### config.mk
export PLATFORM = sky130hd
export DESIGN_NAME = memory_r1_up_access_flat
export DESIGN_NICKNAME = d
export VERILOG_FILES = /design/src/rtl/memory_r1_up_access_if.sv /design/src/rtl/memory_r1_up_access.sv /design/src/flat_wrapper.sv
export SDC_FILE = /design/constraint.sdc
export NUM_CORES = 1
export LEC_CHECK = 0
export CORE_UTILIZATION = 45
export DETAILED_ROUTE_END_ITERATION = 7
export PLACE_DENSITY = 0.72
export SLEW_MARGIN = 20
export SYNTH_ARGS = -nofsm -noshare
export SYNTH_HDL_FRONTEND = slang
export SYNTH_SLANG_ARGS = --single-unit
### constraint.sdc
create_clock -name r1_clk -period 4.2 [get_ports r1_clk]
set_input_delay 0.84 -clock r1_clk [delete_from_list [all_inputs] [get_ports r1_clk]]
set_output_delay 0.84 -clock r1_clk [all_outputs]
set_load 0.05 [all_outputs]
### src/rtl/memory_r1_up_access_if.sv
// rtl/memory_r1_up_access_if.sv - request/response bus between store-access sequencer and tank access controller
interface memory_r1_up_access_if #(
  parameter int ADDR_W    = 5,
  parameter int WORD_BITS = 17
);
  logic                 req_valid;
  logic                 req_ready;
  logic                 req_write;
  logic [ADDR_W-1:0]    req_addr;
  logic [WORD_BITS-1:0] req_wdata;
  logic                 rsp_valid;
  logic [WORD_BITS-1:0] rsp_rdata;

  modport master (
    output req_valid, req_write, req_addr, req_wdata,
    input  req_ready, rsp_valid, rsp_rdata
  );

  modport slave (
    input  req_valid, req_write, req_addr, req_wdata,
    output req_ready, rsp_valid, rsp_rdata
  );
endinterface

### src/rtl/memory_r1_up_access.sv
// rtl/memory_r1_up_access.sv - bit-serial short-word access to the long tank upper half
// Strobes are registered from the next-cycle state so they line up with the digit counter.
module memory_r1_up_access #(
  parameter int WORD_BITS    = 17,
  parameter int DIGITS       = 18,
  parameter int MINOR_CYCLES = 32,
  parameter int ADDR_W       = 5
) (
  input  logic                  r1_clk,
  input  logic                  r1_rst,
  input  logic                  major_sync,
  memory_r1_up_access_if.slave  bus,
  output logic                  r1_up_mib,
  output logic                  r1_up_t1_clr,
  output logic                  r1_up_t1_in,
  output logic                  r1_up_t1_out,
  input  logic                  r1_up_mob_t1,
  output logic                  busy
);
  localparam int DIGIT_W = $clog2(DIGITS);
  localparam logic [DIGIT_W-1:0] LAST_DIGIT  = DIGIT_W'(DIGITS - 1);
  localparam logic [DIGIT_W-1:0] DATA_DIGITS = DIGIT_W'(WORD_BITS);
  localparam logic [ADDR_W-1:0]  LAST_MINOR  = ADDR_W'(MINOR_CYCLES - 1);

  typedef enum logic [1:0] {IDLE, WAIT_SLOT, XFER} state_t;

  state_t               state_q, state_d;
  logic [DIGIT_W-1:0]   digit_q, digit_d, cur_digit;
  logic [ADDR_W-1:0]    minor_q, minor_d, cur_minor;
  logic                 write_q, write_d;
  logic [ADDR_W-1:0]    addr_q, addr_d;
  logic [WORD_BITS-1:0] wdata_q, wdata_d;
  logic [WORD_BITS-1:0] acc_q, acc_d;
  logic                 rsp_valid_q, rsp_valid_d;
  logic [WORD_BITS-1:0] rsp_rdata_q, rsp_rdata_d;
  logic                 mib_q, mib_d;
  logic                 clr_q, clr_d;
  logic                 in_q, in_d;
  logic                 out_q, out_d;
  logic                 handshake, slot_next, xfer_next, data_digit;

  always_comb begin
    // major_sync makes the current cycle minor 0 digit 0
    cur_digit = major_sync ? '0 : digit_q;
    cur_minor = major_sync ? '0 : minor_q;
    digit_d   = cur_digit + 1'b1;
    minor_d   = cur_minor;
    if (cur_digit == LAST_DIGIT) begin
      digit_d = '0;
      minor_d = (cur_minor == LAST_MINOR) ? '0 : cur_minor + 1'b1;
    end

    handshake = bus.req_valid && (state_q == IDLE);
    write_d   = write_q;
    addr_d    = addr_q;
    wdata_d   = wdata_q;
    if (handshake) begin
      write_d = bus.req_write;
      addr_d  = bus.req_addr;
      wdata_d = bus.req_wdata;
    end

    slot_next   = (minor_d == addr_d) && (digit_d == '0);
    state_d     = state_q;
    acc_d       = acc_q;
    rsp_valid_d = 1'b0;
    rsp_rdata_d = rsp_rdata_q;
    case (state_q)
      IDLE: begin
        if (handshake) state_d = slot_next ? XFER : WAIT_SLOT;
      end
      WAIT_SLOT: begin
        if (slot_next) state_d = XFER;
      end
      XFER: begin
        if (major_sync) begin
          state_d = WAIT_SLOT;
        end else begin
          if (!write_q && (digit_q < DATA_DIGITS)) begin
            acc_d = (acc_q & ~(WORD_BITS'(1) << digit_q))
                  | (WORD_BITS'(r1_up_mob_t1) << digit_q);
          end
          if (digit_q == LAST_DIGIT) begin
            state_d     = IDLE;
            rsp_valid_d = 1'b1;
            if (!write_q) rsp_rdata_d = acc_q;
          end
        end
      end
      default: state_d = IDLE;
    endcase

    // Writes hold clr/in through the gap digit so it is rewritten as 0
    xfer_next  = (state_d == XFER);
    data_digit = (digit_d < DATA_DIGITS);
    mib_d = xfer_next && write_d && data_digit && |(wdata_d & (WORD_BITS'(1) << digit_d));
    clr_d = xfer_next && write_d;
    in_d  = xfer_next && write_d;
    out_d = xfer_next && !write_d && data_digit;
  end

  always_ff @(posedge r1_clk) begin
    if (r1_rst) begin
      state_q     <= IDLE;
      digit_q     <= '0;
      minor_q     <= '0;
      write_q     <= 1'b0;
      addr_q      <= '0;
      wdata_q     <= '0;
      acc_q       <= '0;
      rsp_valid_q <= 1'b0;
      rsp_rdata_q <= '0;
      mib_q       <= 1'b0;
      clr_q       <= 1'b0;
      in_q        <= 1'b0;
      out_q       <= 1'b0;
    end else begin
      state_q     <= state_d;
      digit_q     <= digit_d;
      minor_q     <= minor_d;
      write_q     <= write_d;
      addr_q      <= addr_d;
      wdata_q     <= wdata_d;
      acc_q       <= acc_d;
      rsp_valid_q <= rsp_valid_d;
      rsp_rdata_q <= rsp_rdata_d;
      mib_q       <= mib_d;
      clr_q       <= clr_d;
      in_q        <= in_d;
      out_q       <= out_d;
    end
  end

  assign bus.req_ready = (state_q == IDLE);
  assign bus.rsp_valid = rsp_valid_q;
  assign bus.rsp_rdata = rsp_rdata_q;
  assign busy          = (state_q != IDLE);
  assign r1_up_mib     = mib_q;
  assign r1_up_t1_clr  = clr_q;
  assign r1_up_t1_in   = in_q;
  assign r1_up_t1_out  = out_q;
endmodule
### src/flat_wrapper.sv
// flat-port wrapper written by rule: the top's interface ports become plain ports
module memory_r1_up_access_flat 
#(
  parameter int WORD_BITS    = 17,
  parameter int DIGITS       = 18,
  parameter int MINOR_CYCLES = 32,
  parameter int ADDR_W       = 5
)
  (r1_clk, r1_rst, major_sync, r1_up_mib, r1_up_t1_clr, r1_up_t1_in, r1_up_t1_out, r1_up_mob_t1, busy, bus_req_valid, bus_req_write, bus_req_addr, bus_req_wdata, bus_req_ready, bus_rsp_valid, bus_rsp_rdata);
  memory_r1_up_access_if #(.ADDR_W(ADDR_W), .WORD_BITS(WORD_BITS)) bus_i ();
  input  logic r1_clk;
  input  logic r1_rst;
  input  logic major_sync;
  output logic r1_up_mib;
  output logic r1_up_t1_clr;
  output logic r1_up_t1_in;
  output logic r1_up_t1_out;
  input  logic r1_up_mob_t1;
  output logic busy;
  input wire logic [$bits(bus_i.req_valid)-1:0] bus_req_valid;
  input wire logic [$bits(bus_i.req_write)-1:0] bus_req_write;
  input wire logic [$bits(bus_i.req_addr)-1:0] bus_req_addr;
  input wire logic [$bits(bus_i.req_wdata)-1:0] bus_req_wdata;
  output wire logic [$bits(bus_i.req_ready)-1:0] bus_req_ready;
  output wire logic [$bits(bus_i.rsp_valid)-1:0] bus_rsp_valid;
  output wire logic [$bits(bus_i.rsp_rdata)-1:0] bus_rsp_rdata;
  assign bus_i.req_valid = bus_req_valid;
  assign bus_i.req_write = bus_req_write;
  assign bus_i.req_addr = bus_req_addr;
  assign bus_i.req_wdata = bus_req_wdata;
  assign bus_req_ready = bus_i.req_ready;
  assign bus_rsp_valid = bus_i.rsp_valid;
  assign bus_rsp_rdata = bus_i.rsp_rdata;
  memory_r1_up_access #(.WORD_BITS(WORD_BITS), .DIGITS(DIGITS), .MINOR_CYCLES(MINOR_CYCLES), .ADDR_W(ADDR_W)) u_core (.r1_clk(r1_clk), .r1_rst(r1_rst), .major_sync(major_sync), .bus(bus_i), .r1_up_mib(r1_up_mib), .r1_up_t1_clr(r1_up_t1_clr), .r1_up_t1_in(r1_up_t1_in), .r1_up_t1_out(r1_up_t1_out), .r1_up_mob_t1(r1_up_mob_t1), .busy(busy));
endmodule
After elaboration in Yosys (flattened, before gate mapping)

Index checks and enable logic that the tools add are counted.

Flip-flop bits (word level): 73
Input port bits: 28
Output and inout bits: 24

Add/subtract/negate cells: 2
Magnitude comparators: 2
Eq/ne operators: 7
Shifts and indexed selects: 3
Multiplexer cells: 15
Bitwise operators: 7
Reduce and logical (&&, ||, !) cells: 17

Operators by type and width:

| kind                                                                  | number |
|---|---|
| 17-bit AND                                                            | 2 |
| 1-bit by 5-bit << shifter with 17-bit output, first input constant    | 2 |
| 5-bit 2-to-1 mux                                                      | 6 |
| 17-bit 2-to-1 mux                                                     | 1 |
| 17-bit NOT                                                            | 1 |
| 17-bit bitwise OR                                                     | 1 |
| 17-bit OR reduction                                                   | 1 |
| 1-bit by 5-bit << shifter with 17-bit output                          | 1 |
| 5-bit equality test, second input constant                            | 3 |
| 5-bit by 1-bit adder with 5-bit output, second input constant         | 2 |
| 5-bit < comparator, second input constant                             | 2 |
| 2-bit 2-to-1 mux                                                      | 5 |
| 1-bit logical AND                                                     | 8 |
| 2-bit case mux with 3 select lines                                    | 1 |
| 5-bit equality test                                                   | 1 |
| 5-bit zero test                                                       | 1 |
| 2-bit equality test, second input constant                            | 2 |
| 4-bit AND reduction                                                   | 1 |
| 1-bit NOT                                                             | 3 |
| 3-bit AND reduction                                                   | 1 |
| 3-bit OR reduction                                                    | 1 |
| 2-bit by 1-bit equality test with 1-bit output, second input constant | 1 |
| 1-bit zero test                                                       | 2 |
| 2-bit zero test                                                       | 1 |
| 2 further kinds                                                       | 3 |

Depth between registers and ports, before layout

Gate-level depths: netlist of run 1.

Depth after elaboration: 13
Depth in mapped cells: 13
Gate-level depth less buffers: 10

Worst setup path before layout of run 1

No wires, ideal clock.

Kind: input to register
Start: input major_sync
End: register u_core.out_q, in the netlist u_core.r1_up_t1_out
Data arrival time: 3.708 ns
Data required time: 4.105 ns
Path slack: 0.396 ns
Stages on the path: 12
Path buffers: 3
Cell sequence: buf_2 -> clkbuf_1 -> clkbuf_1 -> nor2b_1 -> ha_1 -> and4_1 -> ha_1 -> or4_4 -> a21o_1 -> a2111oi_4 -> nand4_2 -> a221oi_1

Cells in the longest elaborated chain, start to end: 12
Elaborated cells on any way between the ends: 21
Those cells by class: add/sub (2); order compare (1); eq/ne (4); mux (10); reduce/logical (4)

Ends and longest elaborated chain:

| item                                                                          | RTL line                   | source |
|---|---|---|
| start: declaration                                                            | flat_wrapper.sv:13         | `input logic major_sync;` |
| 5-bit 2-to-1 mux                                                              | memory_r1_up_access.sv:45  | `cur_minor = major_sync ? '0 : minor_q;` |
| 5-bit by 1-bit adder with 5-bit output or 5-bit equality test (tied branches) | memory_r1_up_access.sv:50  | `minor_d = (cur_minor == LAST_MINOR) ? '0 : cur_minor + 1'b1;` |
| 5-bit 2-to-1 mux                                                              | memory_r1_up_access.sv:50  |  |
| 5-bit 2-to-1 mux                                                              | memory_r1_up_access.sv:48  | `if (cur_digit == LAST_DIGIT) begin` |
| 5-bit equality test                                                           | memory_r1_up_access.sv:63  | `slot_next = (minor_d == addr_d) && (digit_d == '0);` |
| 1-bit logical AND                                                             | memory_r1_up_access.sv:63  |  |
| 2-bit 2-to-1 mux (2 in a row)                                                 | memory_r1_up_access.sv:70  | `if (handshake) state_d = slot_next ? XFER : WAIT_SLOT;` |
| 2-bit case mux with 3 select lines                                            | memory_r1_up_access.sv:68  | `case (state_q)` |
| 2-bit equality test                                                           | memory_r1_up_access.sv:94  | `xfer_next = (state_d == XFER);` |
| 1-bit logical AND                                                             | memory_r1_up_access.sv:99  | `out_d = xfer_next && !write_d && data_digit;` |
| 1-bit logical AND *                                                           | memory_r1_up_access.sv:99  |  |
| end signal: assignment                                                        | memory_r1_up_access.sv:130 | `out_q <= out_d;` |
| end: declaration                                                              | memory_r1_up_access.sv:39  | `logic out_q, out_d;` |

Every way passes the cells marked *; elsewhere a longest branch is shown, timed or not.
A chain may end at the register's enable or synchronous reset.

Final worst setup path of run 1

Ends and elaborated chain as after synthesis.

==> impl_metrics.csv, run 1 <==
group,metric,value,unit
logic_synthesis,synth_ff_type,"dfxtp_1",
power,cellPowerDensity,346.1,nW/µm²
logic_synthesis,yosysTopAreaCell,"dfxtp_1",
setup_path,critical_path_required,4460,ps
logic_synthesis,synth_area,3501,µm²
timing,slew_headroom,0.5338,
clock_network,post-cts-setup-buffer-count,0,
clock_network,cts-root-buf,"clkbuf_8",
floorplan,die-area,8136,µm²
global_route,grtUsageTotal,0.1996,
drt,vias,3004,
clock_network,tritoncts,"done",
run_status,status,"finished, final reports clean",
global_route,grt_max_degree,39,
timing,finalSetupTns,0,ps
logic_synthesis,synth-seq-cells,73,
setup_path,critical_path_class,"in -> reg",
clock_network,post_cts_resized,0,
power,ir_drop,228.6,µV
drt,firstDrtPassIters,4,
global_route,antenna_found_initial,0,
layout,multi_input_area,1883,µm²
clock_network,hold_buffers,0,
layout,seqCellArea,1461,µm²
floorplan,die_x,90.20,µm
timing,finalHoldViolations,0,
floorplan,ioPinCount,52,
logic_synthesis,synthArstFlopShare,0,
global_route,grt_pass1_vias,2785,
logic_synthesis,synth_cells,415,
flow_run,drv_cap,0,
logic_synthesis,synth_fp_nets,447,
clock_network,clockBufferDepth,2,
logic_synthesis,synthTopCellsByArea,"dfxtp_1 (42%), mux2i_1 (8.0%), nand2_1 (7.0%), a21oi_1 (5.0%), nor2_1 (4.9%)",
logic_synthesis,synth-edff-count,0,
timing,max_freq,0.2773,GHz
drt,drt_iter0_markers,170,
clock_network,cts.htree.levels,3,
timing,slew_violations,0,
clock_network,clock_sinks,73,
drt,ant_nets,0,
floorplan,rows,31,
setup_path,setup.worst_path.end_class,"flop",
worst_hold_path,hp-class,"reg -> reg",
setup_path,critPathLaunchType,"primary input",
global_route,grt_first_pass_wirelength,13100,µm
logic_synthesis,syn_area_per_cell,8.436,µm²
logic_synthesis,synth_top_area_share,0.4174,
setup_path,arrival,3870,ps
drt,routed_via_density,5.364,
placement,port_buffers,51,
placement,gp_congestion,0.8574,
layout,nFillCells,676,
global_route,gr-total-overflow,0,
logic_synthesis,yosysSeqAreaShare,0.4174,
drt,avgRoutedWirePerCell,13.65,µm
clock_network,clk_pin_slew_worst_paths,80,ps
timing,setup_violations,0,
power,p_leak,1.590,nW
logic_synthesis,synth_cell_type_count,61,
logic_synthesis,synth_warnings,0,
layout,nNetsFinal,488,
timing,period_minus_slack,3606,ps
timing,rsz0062_at_grt,"false",
layout,syn2layout_area_growth,22.80,%
logic_synthesis,synth_commonest_cells,"dfxtp_1 (73), nand2_1 (65), nor2_1 (46), a21oi_1 (35), mux2i_1 (28)",
drt,routed_wl,7644,µm
timing,finClkSkew,10.57,ps
timing,tightest_slew,699.3,ps
clock_network,clock_latency,360,ps
placement,placed_cell_area,4075,µm²
floorplan,initial_utilization,0.4750,
timing,post-route-period-util,0.8586,
layout,drive_gt1_frac,0.08243,
drt,drc,0,
layout,antenna_cells,0,
clock_network,cts_buffers,9,
placement,dpl.hpwl,5507,µm
layout,fin_area,4299,µm²
floorplan,core_area,7370,µm²
floorplan,die_h,90.20,µm
logic_synthesis,synth.most_common_cell,"dfxtp_1",
setup_path,worstPathMaxFanout,22,
worst max-delay path: stages:
cell and delay [ps]:
clkdlybuf4s50_1 620, buf_4 300, inv_1 120, and4_1 170
ha_1 240, or4_4 540, a21o_1 200, a2111oi_4 390
nand4_2 190, a221oi_1 250
flip-flops by register name, summed over array words and instances, names as in the netlist:
name,flops
u_core.bus.rsp_rdata,17
u_core.write_q,1
u_core.r1_up_t1_out,1
u_core.state_q,2
u_core.bus.rsp_valid,1
u_core.addr_q,5
u_core.r1_up_t1_clr,1
u_core.wdata_q,17
u_core.r1_up_mib,1
u_core.digit_q,5
u_core.acc_q,17
u_core.minor_q,5
area by class of cell:
type	instances	area share
clock inverters	7	0.02328
well taps	99	0.02881
clock buffers	9	0.02881
repair buffers	61	0.1350
multi-input cells	304	0.4380
inverters	7	0.006112
flip-flops and latches	73	0.3399
per-layer routing:
layer / global-route usage / wire (µm) / share of wire / up-vias
met1: 0.2684 / 3689 / 0.48 / 1393
met4: 0.06317 / 89 / 0.012 / 0
li1: - / - / - / 1527
met3: 0.05499 / 393 / 0.051 / 7
met5: 0 / 0 / 0 / -
met2: 0.3098 / 3472 / 0.45 / 77
power breakdown:
part	switching (mW)	internal (mW)
clock	0.276	0.339
combinational	0.0839	0.0690
sequential	0.0117	0.709
total	0.371	1.12
logic make-up (layout without fill, tap and decap cells):
| kind of cell | Yosys count | after routing | share of synthesized area |
|---|---|---|---|
| and+or+nand+nor | 194 | 194 | 0.2834 |
| DFF | 73 | 73 | 0.4174 |
| AOI/OAI and AO/OA | 67 | 67 | 0.1251 |
| buffers and inverters | 38 | 84 | 0.04611 |
| muxes | 32 | 32 | 0.09614 |
| xor gates and xnor gates | 7 | 7 | 0.01751 |
| adders and majority gates | 4 | 4 | 0.01430 |
worst paths after layout:
| kind | to | depth (start not counted) | slack (ps) | startpoint |
|---|---|---|---|---|
| worst max-delay path | u_core.r1_up_t1_out | 10 | 590 | major_sync |
| worst min-delay path | u_core.bus.rsp_rdata[8] | 2 | 460 | u_core.acc_q[8] |
| worst max register to register | u_core.r1_up_t1_out | 10 | 1080 | u_core.digit_q[0] |
| worst min register to register | u_core.bus.rsp_rdata[8] | 2 | 460 | u_core.acc_q[8] |
stage by stage:
step	worst slack, ps	instances	total power [mW]	util	hold WS (ps)
6_report	594.0	560	1.488	0.5834	455.4
5_1_grt	399.0	560	1.555	0.5834	478.9
4_1_cts	609.6	560	1.506	0.5834	455.6
3_5_place_dp	244.1	544	0.8892	0.5530	445.3
3_3_place_gp	327.0	544	0.8868	0.5530	442.4
2_1_floorplan	396.5	415	0.8329	-	428.4
layout by cell type, fill, tap and decap left out, types with 3 or more instances in the layout:
cell type	n
a21oi_1	35
buf_4	10
o21ai_0	3
nand2_1	65
xor2_1	4
a21o_1	3
ha_1	4
nor2b_1	12
mux2i_1	28
inv_1	7
clkbuf_8	9
nor2_1	46
dfxtp_1	73
clkdlybuf4s50_1	50
nand4_1	3
nor3_1	10
nand3_1	13
and4_1	4
nand4b_1	4
o21a_1	3
nor3b_1	6
nand2b_1	7
nand3b_1	4
xnor2_1	3
Power figures use the tool's default switching activity.
==> run 2, diff against run 1 <==
--- a/config.mk
+++ b/config.mk
@@ -5,6 +5,7 @@
 export SDC_FILE = /design/constraint.sdc
 export NUM_CORES = 1
 export LEC_CHECK = 0
+export ABC_AREA = 1
 export CORE_UTILIZATION = 45
 export DETAILED_ROUTE_END_ITERATION = 7
 export PLACE_DENSITY = 0.72
==> impl_metrics.csv, run 2 <==
group,metric,value,unit
logic_synthesis,yosysTopAreaCell,"dfxtp_1",
logic_synthesis,synthTopCellsByArea,"dfxtp_1 (42%), nand2_1 (11%), nor2_1 (8.9%), inv_1 (5.7%), nand3_1 (5.5%)",
power,p_leak,1.873,nW
placement,port_buffers,51,
worst_hold_path,hp-class,"reg -> reg",
layout,antenna_cells,0,
setup_path,setup.worst_path.end_class,"flop",
timing,finalHoldViolations,0,
clock_network,cts_buffers,9,
logic_synthesis,synth_area,3485,µm²
timing,hold_ws,455.5,ps
logic_synthesis,synthArstFlopShare,0,
floorplan,initial_utilization,0.4728,
timing,finClkSkew,10.01,ps
setup_path,critPathSlowestCell,"clkdlybuf4s50_1",
timing,finalSetupTns,0,ps
layout,fin_cells,645,
drt,vias,3184,
placement,dpl.hpwl,5445,µm
drt,routed_via_density,4.936,
placement,placed_cells,629,
setup_path,critical_path_class,"in -> reg",
floorplan,die-area,8099,µm²
power,power,1.372,mW
layout,nFillCells,703,
logic_synthesis,yosysSeqAreaShare,0.4194,
drt,ant_nets,0,
placement,gp_congestion,0.9100,
logic_synthesis,synth_ff_type,"dfxtp_1",
layout,layout_commonest_cell,"nand2_1",
global_route,antenna_found_initial,0,
logic_synthesis,synth_fp_nets,528,
floorplan,core_area,7370,µm²
logic_synthesis,synth.most_common_cell,"nand2_1",
logic_synthesis,synth_commonest_cells,"nand2_1 (98), nor2_1 (83), dfxtp_1 (73), inv_1 (53), nand3_1 (38)",
timing,tightest_slew,716.4,ps
logic_synthesis,synth_top_area_share,0.4194,
layout,drive_gt1_frac,0.08059,
timing,max_freq,0.3239,GHz
drt,firstDrtPassIters,5,
drt,met2_length,3750,µm
setup_path,critical_path_required,4490,ps
timing,slew_violations,0,
clock_network,tritoncts,"done",
setup_path,critPathLaunchType,"primary input",
drt,routed_wl,7571,µm
drt,top_layer_used,"met4",
timing,period_minus_slack,3087,ps
layout,final_cell_mix,"nand2_1 (98), nor2_1 (83), dfxtp_1 (73), inv_1 (53), clkdlybuf4s50_1 (51)",
clock_network,clock_sinks,73,
clock_network,cts-root-buf,"clkbuf_8",
logic_synthesis,synth_cell_type_count,35,
timing,setup_violations,0,
floorplan,die_h,90.00,µm
setup_path,arrival,3380,ps
logic_synthesis,synth_warnings,0,
global_route,grt_pass1_vias,2898,
setup_path,slowest_delay,510,ps
logic_synthesis,synth-seq-cells,73,
layout,nNetsFinal,573,
logic_synthesis,synth_cells,496,
clock_network,post_cts_resized,0,
clock_network,clockBufferDepth,2,
layout,syn2layout_area_growth,20.43,%
floorplan,ioPinCount,52,
clock_network,clock_latency,360,ps
setup_path,crit_chain,"clkdlybuf4s50_1 -> inv_2 -> nand2_1 -> inv_1 -> ha_1 -> inv_1 -> nor3_1 -> ha_1 -> inv_1 -> nand3_1 -> nand3_1 -> nand2_1 -> nor2_1 -> nand3_1 -> nor2_1 -> nand2_1 -> nand2_1 -> nand2_1 -> nor2_1",
power,cellPowerDensity,327.0,nW/µm²
clock_network,clk_pin_slew_worst_paths,80,ps
global_route,gr-total-overflow,0,
logic_synthesis,syn_area_per_cell,7.025,µm²
drt,drt_iter0_markers,137,
drt,wl_met1,3367,µm
timing,rsz0062_at_grt,"false",
clock_network,post-cts-setup-buffer-count,0,
setup_path,cp_common_cell,"nand2_1",
floorplan,rows,31,
flow_run,drv_cap,0,
layout,seqCellArea,1461,µm²
drt,met3WireLength,346,µm
drt,drc,0,
timing,post-route-period-util,0.7351,
floorplan,die_x,90.00,µm
drt,avgRoutedWirePerCell,11.74,µm
run_status,status,"finished, final reports clean",
power,ir_drop,188.6,µV
global_route,grt_max_degree,46,
setup_path,worstPathMaxFanout,12,
global_route,grtUsageTotal,0.1982,
layout,multi_input_area,1672,µm²
timing,slew_headroom,0.5219,
clock_network,hold_buffers,0,
clock_network,cts.htree.levels,3,
global_route,grt_first_pass_wirelength,13100,µm
logic_synthesis,synth-edff-count,0,
-- run 2: cell families after synthesis --
family                     count (synthesis)  synth area share
adders and majority gates                  4           0.01436
DFF                                       73            0.4194
buffers and inverters                     82            0.1009
AOI/OAI and AO/OA                         80            0.1303
muxes                                      2          0.005745
and+or+nand+nor                          255            0.3293
-- run 2: stage by stage --
step	worst slack [ps]	util	instance area [µm²]
6_report	1113	0.5694	4197
5_1_grt	849.7	0.5694	4197
4_1_cts	1108	0.5694	4197
3_5_place_dp	735.3	0.5462	4025
3_3_place_gp	861.4	0.5462	4025
2_1_floorplan	1608	-	3485
-- run 2: power by group --
group	internal, mW	switching (mW)	leakage [nW]
logic	0.0651	0.102	1.21
registers	0.710	0.00794	0.593
clock network	0.215	0.272	0.0749
-- run 2: final timing paths --
path / slack (ps) / end / start / depth (start not counted)
setup / recovery: 1110 / u_core.r1_up_mib / major_sync / 19
hold / removal: 460 / u_core.acc_q[10] / u_core.acc_q[10] / 2
setup reg to reg: 1860 / u_core.r1_up_mib / u_core.state_q[1] / 11
hold reg to reg: 460 / u_core.acc_q[10] / u_core.acc_q[10] / 2
-- run 2: final cells by class --
class	instances	area share
Multi-Input combinational cell	341	0.3983
Sequential cell	73	0.3482
Timing Repair Buffer	54	0.1270
Inverter	62	0.05605
Clock buffer	10	0.03041
Tap cell	99	0.02952
Clock inverter	6	0.01044
-- run 2: worst max-delay path, delay by kind of cell --
kind | cells | cell delay (ps)
AND/OR/NAND/NOR | 12 | 1160
adder cells (fa/ha/maj) | 2 | 440
buffers and inverters | 5 | 960
-- run 2: per-layer routing --
metal | vias to the layer above | global-route usage
li1 | 1681 | -
met1 | 1418 | 0.2322
met2 | 76 | 0.3519
met3 | 9 | 0.04146
met4 | 0 | 0.07930
met5 | - | 0
==> run 3, diff against run 2 <==
--- a/config.mk
+++ b/config.mk
@@ -8,7 +8,7 @@
 export ABC_AREA = 1
 export CORE_UTILIZATION = 45
 export DETAILED_ROUTE_END_ITERATION = 7
-export PLACE_DENSITY = 0.72
+export PLACE_DENSITY = 0.75
 export SLEW_MARGIN = 20
 export SYNTH_ARGS = -nofsm -noshare
 export SYNTH_HDL_FRONTEND = slang
==> constraint.sdc (replaced) <==
create_clock -name r1_clk -period 2.5 [get_ports r1_clk]
set_input_delay 0.5 -clock r1_clk [delete_from_list [all_inputs] [get_ports r1_clk]]
set_output_delay 0.5 -clock r1_clk [all_outputs]
set_load 0.05 [all_outputs]
==> impl_metrics.csv, run 3 (synthesized netlist as in run 2, its figures left out) <==
group,metric,value,unit
clock_network,cts.htree.levels,3,
setup_path,path_buf_inv,1,
drt,avgRoutedWirePerCell,12.03,µm
flow_run,drv_cap,0,
setup_path,critical_path_required,2000,ps
clock_network,cts_buffers,9,
power,cellPowerDensity,542.8,nW/µm²
placement,dpl.hpwl,5942,µm
setup_path,critical_path_class,"reg -> out",
drt,firstDrtPassIters,5,
setup_path,critPathSlowestCell,"clkdlybuf4s50_1",
setup_path,slowest_delay,840,ps
drt,routed_wl,8157,µm
setup_path,worstSetupStartpoint,"u_core.state_q[1]",
setup_path,timing.rr.start,"u_core.digit_q[1]",
drt,ant_nets,0,
floorplan,ioPinCount,52,
floorplan,die-area,8099,µm²
layout,fin_util,0.6097,
worst_hold_path,hp-start,"u_core.acc_q[10]",
clock_network,tritoncts,"done",
worst_hold_path,hold_path_depth,2,
timing,period_minus_slack,2319,ps
layout,antenna_cells,0,
setup_path,path_depth,2,
placement,gp_congestion,0.8665,
layout,layout_commonest_cell,"nand2_1",
clock_network,cts-root-buf,"clkbuf_8",
floorplan,die_h,90.00,µm
layout,final_cell_mix,"nand2_1 (98), nor2_1 (82), dfxtp_1 (73), inv_1 (52), clkdlybuf4s50_1 (50)",
timing,max_freq,0.4312,GHz
floorplan,rows,31,
layout,nNetsFinal,606,
setup_path,crit_chain,"nor2_4 -> clkdlybuf4s50_1",
clock_network,clk_pin_slew_worst_paths,80,ps
timing,setup_violations,0,
clock_network,clock_sinks,73,
global_route,grt_first_pass_wirelength,13830,µm
timing,layout_setup_ws,180.7,ps
timing,slew_headroom,0.5462,
global_route,grt_max_degree,45,
setup_path,arrival,1820,ps
layout,syn2layout_area_growth,28.94,%
floorplan,initial_utilization,0.4728,
setup_path,worstPathMaxFanout,7,
global_route,grtUsageTotal,0.2075,
global_route,antenna_found_initial,0,
worst_hold_path,hp-class,"reg -> reg",
layout,drive_gt1_frac,0.1399,
timing,rsz0062_at_grt,"false",
power,ir_drop,324.6,µV
floorplan,core_area,7370,µm²
clock_network,clockBufferDepth,2,
setup_path,path_delay_family,"buffers and inverters",
power,p_leak,2.070,nW
layout,fin_cells,678,
drt,routed_via_density,5.050,
setup_path,critPathLaunchType,"flop",
timing,post-route-period-util,0.9277,
drt,drc,0,
floorplan,die_x,90.00,µm
timing,finalHoldViolations,0,
drt,vias,3424,
run_status,status,"finished, final reports clean",
clock_network,clock_latency,340,ps
setup_path,worstRegToRegCells,18,
drt,drt_iter0_markers,168,
setup_path,setup.worst_path.end_class,"primary output",
placement,placed_cells,659,
timing,finClkSkew,7.543,ps
global_route,grt_pass1_vias,3031,
timing,slew_violations,0,
placement,pre_cts_slack,-305.7,ps
global_route,gr-total-overflow,0,
placement,port_buffers,51,
timing,tightest_slew,679.9,ps
[run 3: worst paths after layout]
kind,end,slack [ps]
worst max-delay path,bus_req_ready,180
worst min-delay path,u_core.bus.rsp_rdata[10],460
worst max register to register,u_core.r1_up_mib,310
worst min register to register,u_core.bus.rsp_rdata[10],460
[run 3: per-layer routing]
metal / global-route usage / part of all wire / up-vias
met5: 0 / 0 / -
met2: 0.3673 / 0.50 / 111
met4: 0.05108 / 0.0087 / 0
met3: 0.04992 / 0.053 / 7
li1: - / - / 1755
met1: 0.2526 / 0.44 / 1551
[run 3: power breakdown]
group | total (mW) | switching, mW | leakage [nW] | internal (mW)
Clock | 0.922 | 0.435 | 0.103 | 0.487
Sequential | 1.21 | 0.0140 | 0.593 | 1.19
Combinational | 0.309 | 0.180 | 1.37 | 0.130
Total | 2.44 | 0.629 | 2.07 | 1.81
[run 3: worst reg2reg max path, cell delays in order (launching register included)]
cell,delay (ps)
dfxtp_1,350
inv_1,130
nor2_2,50
inv_1,50
ha_2,160
nand2_1,80
nor2_4,140
nand2_4,90
buf_4,170
buf_4,140
nand3_2,80
nand2_1,60
nor2_1,100
nand3_1,100
nor2_1,110
nand2_1,70
nand2_1,80
nand2_1,60
nor2_1,90
[run 3: area by class of cell]
class / count / area, µm²
well taps: 99 / 123.9
fillers: 688 / 2877
repair buffers: 87 / 795.8
multi-input cells: 341 / 1682
inverters: 62 / 235.2
clock inverters: 5 / 53.80
flip-flops and latches: 73 / 1461
clock buffers: 11 / 141.4
[run 3: timing repair]
item,4_1_cts,5_1_grt
setup endpoints to repair,0,5
gates resized for setup,0,6
hold buffers,0,0
buffers inserted,0,3
[run 3: per-stage QoR]
step | total power [mW] | setup TNS (ps) | area [µm²] | hold slack [ps]
floorplan | 1.425 | 0 | 3485 | 429.7
global placement | 1.535 | -897.9 | 4263 | 444.5
detailed placement | 1.543 | -1329 | 4263 | 451.3
CTS | 2.455 | 0 | 4458 | 461.7
global route | 2.551 | 0 | 4493 | 478.6
finish | 2.439 | 0 | 4493 | 461.1
